`config.mk`:
```
export PLATFORM = sky130hd
export DESIGN_NAME = elevator_car_ctrl_flat
export DESIGN_NICKNAME = d
export VERILOG_FILES = /design/src/rtl/elevator_car_ctrl_pkg.sv /design/src/rtl/elevator_car_ctrl_if.sv /design/src/rtl/elevator_car_ctrl_step_edge_det.sv /design/src/rtl/elevator_car_ctrl.sv /design/src/flat_wrapper.sv
export SDC_FILE = /design/constraint.sdc
export NUM_CORES = 1
export LEC_CHECK = 0
export CAP_MARGIN = 15
export CORE_MARGIN = 4
export CORE_UTILIZATION = 29
export CTS_CLUSTER_DIAMETER = 150
export DETAILED_ROUTE_END_ITERATION = 8
export SETUP_SLACK_MARGIN = 0.02
export SLEW_MARGIN = 15
export SYNTH_ARGS = -nofsm -noshare
export SYNTH_HDL_FRONTEND = slang
export SYNTH_SLANG_ARGS = --single-unit
```
`constraint.sdc`:
```
create_clock -name clk_50 -period 5.3 [get_ports clk_50]
set_input_delay 1.59 -clock clk_50 [delete_from_list [all_inputs] [get_ports clk_50]]
set_output_delay 1.59 -clock clk_50 [all_outputs]
set_load 0.1 [all_outputs]
```
`src/rtl/elevator_car_ctrl_pkg.sv`:
```
// Shared types and helpers for the elevator car controller.
// Latency: n/a (declarations only).
// Backpressure: n/a.
package elevator_car_ctrl_pkg;

    localparam int N_FLOORS = 3;

    typedef logic [1:0] floor_t;

    typedef enum logic [1:0] {
        IDLE      = 2'd0,
        MOVE_UP   = 2'd1,
        MOVE_DOWN = 2'd2,
        DOOR_OPEN = 2'd3
    } state_t;

    function automatic logic [N_FLOORS-1:0] floor_leds(input floor_t f);
        case (f)
            2'd0:    floor_leds = 3'b001;
            2'd1:    floor_leds = 3'b010;
            default: floor_leds = 3'b100;
        endcase
    endfunction

    function automatic logic reqs_above(input logic [N_FLOORS-1:0] p, input floor_t f);
        case (f)
            2'd0:    reqs_above = |p[2:1];
            2'd1:    reqs_above = p[2];
            default: reqs_above = 1'b0;
        endcase
    endfunction

    function automatic logic reqs_below(input logic [N_FLOORS-1:0] p, input floor_t f);
        case (f)
            2'd0:    reqs_below = 1'b0;
            2'd1:    reqs_below = p[0];
            default: reqs_below = |p[1:0];
        endcase
    endfunction

endpackage

```
`src/rtl/elevator_car_ctrl_if.sv`:
```
// Call/step inputs and car status outputs of the elevator controller.
// Latency: n/a (wiring only).
// Backpressure: none; all signals are plain levels.
interface elevator_car_ctrl_if;
    logic [elevator_car_ctrl_pkg::N_FLOORS-1:0] call;
    logic                                       step_clk;
    logic                                       moving;
    logic                                       dir_up;
    logic                                       door_open;
    logic                                       led1;
    logic                                       led2;
    logic                                       led3;
    logic [elevator_car_ctrl_pkg::N_FLOORS-1:0] pending;

    modport master (
        output call, step_clk,
        input  moving, dir_up, door_open, led1, led2, led3, pending
    );

    modport slave (
        input  call, step_clk,
        output moving, dir_up, door_open, led1, led2, led3, pending
    );
endinterface

```
`src/rtl/elevator_car_ctrl_step_edge_det.sv`:
```
// Rising-edge pulse from the divided step clock (same clock domain).
// Latency: tick is combinational from step_clk against a 1-cycle history flop.
// Backpressure: none.
module elevator_car_ctrl_step_edge_det (
    input  logic clk_50,
    input  logic reset_n,
    input  logic step_clk,
    output logic tick
);
    logic step_q;
    logic step_d;

    always_comb step_d = step_clk;

    always_ff @(posedge clk_50 or negedge reset_n) begin
        if (!reset_n) step_q <= 1'b0;
        else          step_q <= step_d;
    end

    assign tick = step_clk & ~step_q;
endmodule

```
`src/rtl/elevator_car_ctrl.sv`:
```
// Three-floor collective up/down car scheduler with travel and door timers.
// Latency: calls are latched in 1 cycle; all outputs decode from registered state.
// Backpressure: none; calls are level-sampled every cycle.
module elevator_car_ctrl
    import elevator_car_ctrl_pkg::*;
#(
    parameter int TRAVEL_TICKS = 4,
    parameter int DOOR_CYCLES  = 150000000
) (
    input  logic               clk_50,
    input  logic               reset_n,
    elevator_car_ctrl_if.slave bus
);
    localparam int TW = $clog2(TRAVEL_TICKS + 1);
    localparam int DW = $clog2(DOOR_CYCLES + 1);
    localparam logic [TW-1:0] TICK_LAST = TW'(TRAVEL_TICKS - 1);
    localparam logic [DW-1:0] DOOR_LOAD = DW'(DOOR_CYCLES - 1);

    state_t                state_q, state_d;
    floor_t                floor_q, floor_d;
    logic                  dir_up_q, dir_up_d;
    logic [N_FLOORS-1:0]   pending_q, pending_d;
    logic [TW-1:0]         tick_cnt_q, tick_cnt_d;
    logic [DW-1:0]         door_cnt_q, door_cnt_d;

    logic                  tick;
    logic [N_FLOORS-1:0]   cur_mask, new_mask;
    logic                  here, going_up, ahead;

    elevator_car_ctrl_step_edge_det u_step_edge_det (
        .clk_50   (clk_50),
        .reset_n  (reset_n),
        .step_clk (bus.step_clk),
        .tick     (tick)
    );

    always_comb begin
        state_d    = state_q;
        floor_d    = floor_q;
        dir_up_d   = dir_up_q;
        pending_d  = pending_q | bus.call;
        tick_cnt_d = tick_cnt_q;
        door_cnt_d = door_cnt_q;
        cur_mask   = floor_leds(floor_q);
        new_mask   = cur_mask;
        here       = |((pending_q | bus.call) & cur_mask);
        going_up   = (state_q == MOVE_UP);
        ahead      = 1'b0;

        case (state_q)
            IDLE: begin
                tick_cnt_d = '0;
                if (here) begin
                    state_d    = DOOR_OPEN;
                    door_cnt_d = DOOR_LOAD;
                    pending_d  = pending_d & ~cur_mask;
                end else if (reqs_above(pending_q, floor_q) &&
                             (dir_up_q || !reqs_below(pending_q, floor_q))) begin
                    state_d  = MOVE_UP;
                    dir_up_d = 1'b1;
                end else if (reqs_below(pending_q, floor_q)) begin
                    state_d  = MOVE_DOWN;
                    dir_up_d = 1'b0;
                end
            end

            MOVE_UP, MOVE_DOWN: begin
                if (tick) begin
                    if (tick_cnt_q == TICK_LAST) begin
                        tick_cnt_d = '0;
                        // Clamp at the end floors so the car can never leave the shaft.
                        if (going_up) floor_d = (floor_q == 2'd2) ? floor_q : floor_q + 2'd1;
                        else          floor_d = (floor_q == 2'd0) ? floor_q : floor_q - 2'd1;
                        new_mask = floor_leds(floor_d);
                        ahead    = going_up ? reqs_above(pending_d, floor_d)
                                            : reqs_below(pending_d, floor_d);
                        if (|(pending_d & new_mask)) begin
                            state_d    = DOOR_OPEN;
                            door_cnt_d = DOOR_LOAD;
                            pending_d  = pending_d & ~new_mask;
                        end else if (!ahead) begin
                            state_d = IDLE;
                        end
                    end else begin
                        tick_cnt_d = tick_cnt_q + TW'(1);
                    end
                end
            end

            DOOR_OPEN: begin
                pending_d = pending_q | (bus.call & ~cur_mask);
                if (|(bus.call & cur_mask)) begin
                    door_cnt_d = DOOR_LOAD;
                end else if (door_cnt_q == '0) begin
                    state_d = IDLE;
                end else begin
                    door_cnt_d = door_cnt_q - DW'(1);
                end
            end

            default: state_d = IDLE;
        endcase
    end

    always_ff @(posedge clk_50 or negedge reset_n) begin
        if (!reset_n) begin
            state_q    <= IDLE;
            floor_q    <= 2'd0;
            dir_up_q   <= 1'b1;
            pending_q  <= '0;
            tick_cnt_q <= '0;
            door_cnt_q <= '0;
        end else begin
            state_q    <= state_d;
            floor_q    <= floor_d;
            dir_up_q   <= dir_up_d;
            pending_q  <= pending_d;
            tick_cnt_q <= tick_cnt_d;
            door_cnt_q <= door_cnt_d;
        end
    end

    assign bus.moving    = (state_q == MOVE_UP) || (state_q == MOVE_DOWN);
    assign bus.door_open = (state_q == DOOR_OPEN);
    assign bus.dir_up    = dir_up_q;
    assign bus.pending   = pending_q;
    assign {bus.led3, bus.led2, bus.led1} = floor_leds(floor_q);
endmodule

```
`src/flat_wrapper.sv`:
```
// flat-port wrapper written by rule: the top's interface ports become plain ports
module elevator_car_ctrl_flat import elevator_car_ctrl_pkg::*;
#(
    parameter int TRAVEL_TICKS = 4,
    parameter int DOOR_CYCLES  = 150000000
)
  (clk_50, reset_n, bus_call, bus_step_clk, bus_moving, bus_dir_up, bus_door_open, bus_led1, bus_led2, bus_led3, bus_pending);
  elevator_car_ctrl_if bus_i ();
  input  logic clk_50;
  input  logic reset_n;
  input wire logic [$bits(bus_i.call)-1:0] bus_call;
  input wire logic [$bits(bus_i.step_clk)-1:0] bus_step_clk;
  output wire logic [$bits(bus_i.moving)-1:0] bus_moving;
  output wire logic [$bits(bus_i.dir_up)-1:0] bus_dir_up;
  output wire logic [$bits(bus_i.door_open)-1:0] bus_door_open;
  output wire logic [$bits(bus_i.led1)-1:0] bus_led1;
  output wire logic [$bits(bus_i.led2)-1:0] bus_led2;
  output wire logic [$bits(bus_i.led3)-1:0] bus_led3;
  output wire logic [$bits(bus_i.pending)-1:0] bus_pending;
  assign bus_i.call = bus_call;
  assign bus_i.step_clk = bus_step_clk;
  assign bus_moving = bus_i.moving;
  assign bus_dir_up = bus_i.dir_up;
  assign bus_door_open = bus_i.door_open;
  assign bus_led1 = bus_i.led1;
  assign bus_led2 = bus_i.led2;
  assign bus_led3 = bus_i.led3;
  assign bus_pending = bus_i.pending;
  elevator_car_ctrl #(.TRAVEL_TICKS(TRAVEL_TICKS), .DOOR_CYCLES(DOOR_CYCLES)) u_core (.clk_50(clk_50), .reset_n(reset_n), .bus(bus_i));
endmodule
```
**Word level (Yosys, flattened, before mapping)**

Index checks and enable logic that the tools add are counted.
W data, S select, Z words.

- Input bits: 6
- Flip-flop bits (word level): 40
- Output and inout bits: 9
- Logic and storage cells: 119

- Eq/ne operators: 16
- Add/sub/neg operators: 4
- Bitwise gates (word level): 13
- Reduce and logical (&&, ||, !) cells: 23
- Muxes and demuxes: 56

Operators with widths:

| operator | count |
|---|---|
| $mux W28 | 6 |
| $pmux W28 S3 | 1 |
| $mux W2 | 15 |
| $logic_not A28 Y1 | 1 |
| $sub A28 B1 Y28 const B | 1 |
| $mux W3 | 9 |
| $and A3 B3 Y3 | 6 |
| $pmux W3 S2 | 3 |
| $mux W1 | 16 |
| $ne A2 B1 Y1 const B | 5 |
| $reduce_or A2 Y1 | 5 |
| $pmux W3 S3 | 1 |
| $reduce_or A3 Y1 | 3 |
| $pmux W1 S2 | 4 |
| $eq A2 B1 Y1 const B | 3 |
| $eq A2 B2 Y1 const B | 3 |
| $logic_not A2 Y1 | 3 |
| $not A3 Y3 | 2 |
| $or A3 B3 Y3 | 2 |
| $pmux W2 S3 | 1 |
| $reduce_and A3 Y1 | 2 |
| $reduce_and A6 Y1 | 1 |
| $reduce_and A5 Y1 | 1 |
| $ne A4 B1 Y1 const B | 1 |
| 14 further kinds | 17 |

**Longest topological paths before layout**

- Depth in word-level cells: 17
- Mapped depth: 10

**Modules after synthesis**

A second synthesis with hierarchy kept.

- Cell total of the unflattened synthesis: 299
- Area, all modules: 2707.6 µm²

Modules (own cells, without submodules):

| module | area an instance (µm²) | cells each | seq. area each (µm²) | times used |
|---|---|---|---|---|
| elevator_car_ctrl | 2668.8 | 297 | 977.2 | 1 |
| elevator_car_ctrl_step_edge_det | 38.8 | 2 | 25.0 | 1 |

**Worst setup path before layout**

Ideal clock, no wire load.

- Path kind: in2reg
- From: in bus_call[0]
- To: reg u_core.door_cnt_q[22]
- Stages on the path: 6
- Buffers on the path: 1
- Required time: 5.142 ns
- Setup time: 0.158 ns
- Slack: 1.773 ns
- Data arrival time: 3.369 ns
- Path through: a22o_1 -> a211oi_1 -> nand3_1 -> nor2_1 -> clkbuf_1 -> a41oi_1

- Word-level cells in the longest chain between the ends: 5
- Elaborated cells between the ends (all ways): 13
- Classes of those cells: eq/ne: 3; mux: 2; bitwise: 4; reduce/logical: 4

Ends and longest elaborated chain:

| what | RTL line | source |
|---|---|---|
| start, declared | flat_wrapper.sv:11 | `input wire logic [$bits(bus_i.call)-1:0] bus_call;` |
| $or A3 B3 Y3 | elevator_car_ctrl.sv:41, elevator_car_ctrl.sv:46 |  |
| $and A3 B3 Y3, on equally long branches | elevator_car_ctrl.sv:77, elevator_car_ctrl.sv:46 |  |
| $reduce_or A3 Y1, on equally long branches | elevator_car_ctrl.sv:77, elevator_car_ctrl.sv:46 |  |
| $ne A2 B1 Y1 (no source line) | - |  |
| $reduce_and A5 Y1 (no source line) | - |  |
| end signal, assigned | elevator_car_ctrl.sv:119 | `door_cnt_q <= door_cnt_d;` |
| end, declared | elevator_car_ctrl.sv:24 | `logic [DW-1:0] door_cnt_q, door_cnt_d;` |

Parallel ways exist; a longest one is shown, timed or not.
A chain may end at the register's enable or synchronous reset.

**Worst setup path in the final report**

- From: reg u_core.floor_q[0]
- To: out bus_led3

- Word-level cells in the longest chain between the ends: 2
- Elaborated cells between the ends (all ways): 3
- Classes of those cells: eq/ne: 1; mux: 1; reduce/logical: 1

Ends and longest elaborated chain:

| what | RTL line | source |
|---|---|---|
| start, declared | elevator_car_ctrl.sv:20 | `floor_t floor_q, floor_d;` |
| start signal, assigned | elevator_car_ctrl.sv:115 | `floor_q <= floor_d;` |
| $eq A2 B1 Y1 / $logic_not A2 Y1 (equally long branches) | elevator_car_ctrl_pkg.sv:18 | `case (f)` |
| $pmux W3 S2 (*) | elevator_car_ctrl_pkg.sv:18 |  |
| end, declared | flat_wrapper.sv:18 | `output wire logic [$bits(bus_i.led3)-1:0] bus_led3;` |

Mark *: on every way between the ends. The rest lies on a longest branch, timed or not.

==> impl_metrics.json <==
{
  "synth_ff_type": "dfrtp_1",
  "synth-async-reset-ratio": 1.00,
  "path_class": "register to output pin",
  "cp_slowest_cell": "clkdlybuf4s50_1",
  "fmax_mhz": 234,
  "clockRootBuffer": "clkbuf_8",
  "min_period_over_period": 0.805,
  "nets": 324,
  "cts_setup_buffers": 0,
  "yosys_warnings": 0,
  "cp-end-kind": "output pin",
  "fill_cells": 942,
  "wl_per_cell_um": 14.8,
  "whs_ns": 0.491,
  "drt-total-wl_um": 6140,
  "finalSetupTns_ns": 0,
  "r2r_slack_ns": 1.98,
  "h-tree-depth": 2,
  "powerDensity_nw_per_um2": 518,
  "hold_class": "register to register",
  "rsz0062_at_grt": "false",
  "stdcell_area_sq_um": 2900,
  "internal_power_w": 0.000737,
  "via_per_inst": 5.48,
  "timing.rr.end": "u_core.door_cnt_q[18]$_DFFE_PN0P_",
  "power_frac_seq": 0.255,
  "die_y_um": 102,
  "grt_first_pass_wirelength_um": 10300,
  "p_comb_frac": 0.575,
  "synth_most_common_cell": "dfrtp_1",
  "gp_congestion": 0.894,
  "switchingPower_w": 0.000766,
  "drtAntennaViolNets": 0,
  "reg2reg_depth": 5,
  "cts_inserted_buffers": 5,
  "tightest_slew_ns": 1.12,
  "cts.sinks": 40,
  "firstDrtPassIters": 4,
  "synth_cells": 297,
  "die_x_um": 102,
  "clk_pin_slew_ns": 0.09,
  "finalClockSkew_ns": 0.0105,
  "hold_viol_final": 0,
  "yosys-top-cells-count": "39 x dfrtp_1, 28 x a21oi_1, 28 x o21ai_0",
  "synth_edf_count": 0,
  "coreArea_sq_um": 8680,
  "gr-total-overflow": 0,
  "relSlewSlack": 0.252,
  "synth_cell_types": 52,
  "io_pins": 15,
  "power.leakage_nw": 1.10,
  "p_clk_frac": 0.169,
  "syn_to_final_growth_pct": 12.9,
  "yosys.area.top_type_share": 0.380,
  "startpoint_type": "register",
  "vdd_drop_max_v": 0.000275,
  "worstHoldStart": "u_core.door_cnt_q[11]$_DFFE_PN0P_",
  "post_synth.cell_area_avg_sq_um": 8.64,
  "dpl-instance-area_sq_um": 2790,
  "path_common_cell": "inv_1",
  "yosys-top-cells-area": "dfrtp_1 38%, ha_1 5.8%, a21oi_1 5.5%, o21ai_0 5.5%, a31oi_1 3.4%",
  "final-setup-viol-count": 0,
  "hpwl_um": 4240,
  "syn_area_sq_um": 2570,
  "crit_chain": "inv_1 -> ha_1 -> or2_2 -> inv_1 -> clkdlybuf4s50_1",
  "reg2reg_from": "u_core.door_cnt_q[5]$_DFFE_PN0P_",
  "cts_tree": "yes",
  "fin_ws_ns": 1.03,
  "multi_input_area_sq_um": 1450,
  "maxCapViolations": 0,
  "clock_path_buffers": 2,
  "ys_seq_area_frac": 0.390,
  "crit_fanout": 5,
  "synth-seq-cells": 40,
  "slew_violations": 0,
  "antenna_found_initial": 0,
  "drt_iter0_drc": 132,
  "vias": 2273,
  "power.share.switching": 0.510,
  "slowest_delay_ns": 1.16,
  "regArea_sq_um": 1000,
  "initial_core_util": 0.296,
  "diodes": 0,
  "fin_crit_ns": 4.27,
  "syn-num-nets": 315,
  "hold_depth": 1,
  "status": "completed",
  "drive_above_1_share": 0.0749,
  "cts_resized": 0,
  "clkLatencyLatePin_ns": 0.30,
  "drc_errors": 0,
  "worstPathArrival_ns": 2.68,
  "rows": 34,
  "synth_top_area_cell": "dfrtp_1",
  "grt_max_degree": 41,
  "hold_buffers": 0,
  "grtUsageTotal": 0.123,
  "grt_pass1_vias": 2133,
  "port-buffer-count": 14,
  "die_area_sq_um": 10400,
  "dp_slack_ns": 1.27,
  "total_power_w": 0.00150,
  "min_to": "u_core.door_cnt_q[11]$_DFFE_PN0P_",
  "worstPathRequired_ns": 3.71
}
-- registers in the layout, indices dropped and copies added, names as in the netlist --
name / count
u_core.door_cnt_q: 28
u_core.bus.pending: 3
u_core.tick_cnt_q: 3
u_core.floor_q: 2
u_core.state_q: 2
u_core.bus.dir_up: 1
u_core.u_step_edge_det.step_q: 1
-- cells by family (layout without fill, tap and decap cells) --
family | after synthesis | in the layout | share of synthesized area
flip-flops | 40 | 40 | 0.390
AND/OR/NAND/NOR | 102 | 102 | 0.211
adder cells (fa/ha/maj) | 12 | 12 | 0.0585
multiplexers | 3 | 3 | 0.0122
AO/OA/AOI/OAI | 112 | 112 | 0.280
buffers and inverters | 28 | 38 | 0.0478
-- placed cells by master (no fill, tap or decap), types with 6 or more instances in the layout --
cell	n
ha_1	12
a31oi_1	14
or4_1	6
nor3_1	14
nand2b_1	8
nand2_1	19
nor2_1	23
nand3_1	7
a21oi_1	28
dfrtp_1	39
nor4_1	7
inv_1	14
clkdlybuf4s50_1	13
a21o_1	7
o21ai_0	28
-- area by class of cell --
| class | instances | share of cell area |
|---|---|---|
| inverter | 14 | 0.0181 |
| tap | 108 | 0.0466 |
| multi-input combinational | 229 | 0.499 |
| clock buffer | 5 | 0.0237 |
| clock inverter | 3 | 0.0147 |
| timing repair buffer | 16 | 0.0518 |
| sequential | 40 | 0.346 |
-- worst max-delay path by stage --
stage | to | cells after the start | slack (ns) | start
floorplan | u_core.door_cnt_q[22]$_DFFE_PN0P_ | 6 | 1.77 | bus_call[0]
global placement | bus_led3 | 5 | 1.36 | u_core.floor_q[0]$_DFFE_PN0P_
detailed placement | u_core.door_cnt_q[13]$_DFFE_PN0P_ | 6 | 1.27 | bus_call[2]
CTS | bus_led3 | 5 | 1.00 | u_core.floor_q[0]$_DFFE_PN0P_
global route | bus_led3 | 5 | 0.94 | u_core.floor_q[0]$_DFFE_PN0P_
finish | bus_led3 | 5 | 1.03 | u_core.floor_q[0]$_DFFE_PN0P_
-- power groups by stage --
stage / clock (W) / combinational, W / sequential (W)
after floorplan: 0 / 0.000578 / 0.000472
after global placement: 0 / 0.000858 / 0.000388
after detailed placement: 0 / 0.000863 / 0.000388
after CTS: 0.000265 / 0.000864 / 0.000383
after global routing: 0.000279 / 0.000940 / 0.000389
final: 0.000254 / 0.000864 / 0.000383
-- through the flow --
step / instances / util
after floorplan: 297 / -
after global placement: 407 / 0.321
after detailed placement: 407 / 0.321
after CTS: 415 / 0.334
after global routing: 415 / 0.334
final: 415 / 0.334
-- critical path: cells and delay by family, from the launching register on --
kind / cells / cell delay, ns
fa+ha+maj: 1 / 0.25
buf+inv: 3 / 1.40
flops: 1 / 0.42
simple gates: 1 / 0.32
-- layer usage --
metal | vias up | part of all wire | GRT usage
met1 | 1093 | 0.48 | 0.164
met5 | - | 0 | 0
met4 | 0 | 0.013 | 0.0373
met2 | 38 | 0.47 | 0.204
li1 | 1135 | - | -
met3 | 7 | 0.032 | 0.0205
Power figures use the tool's default switching activity.
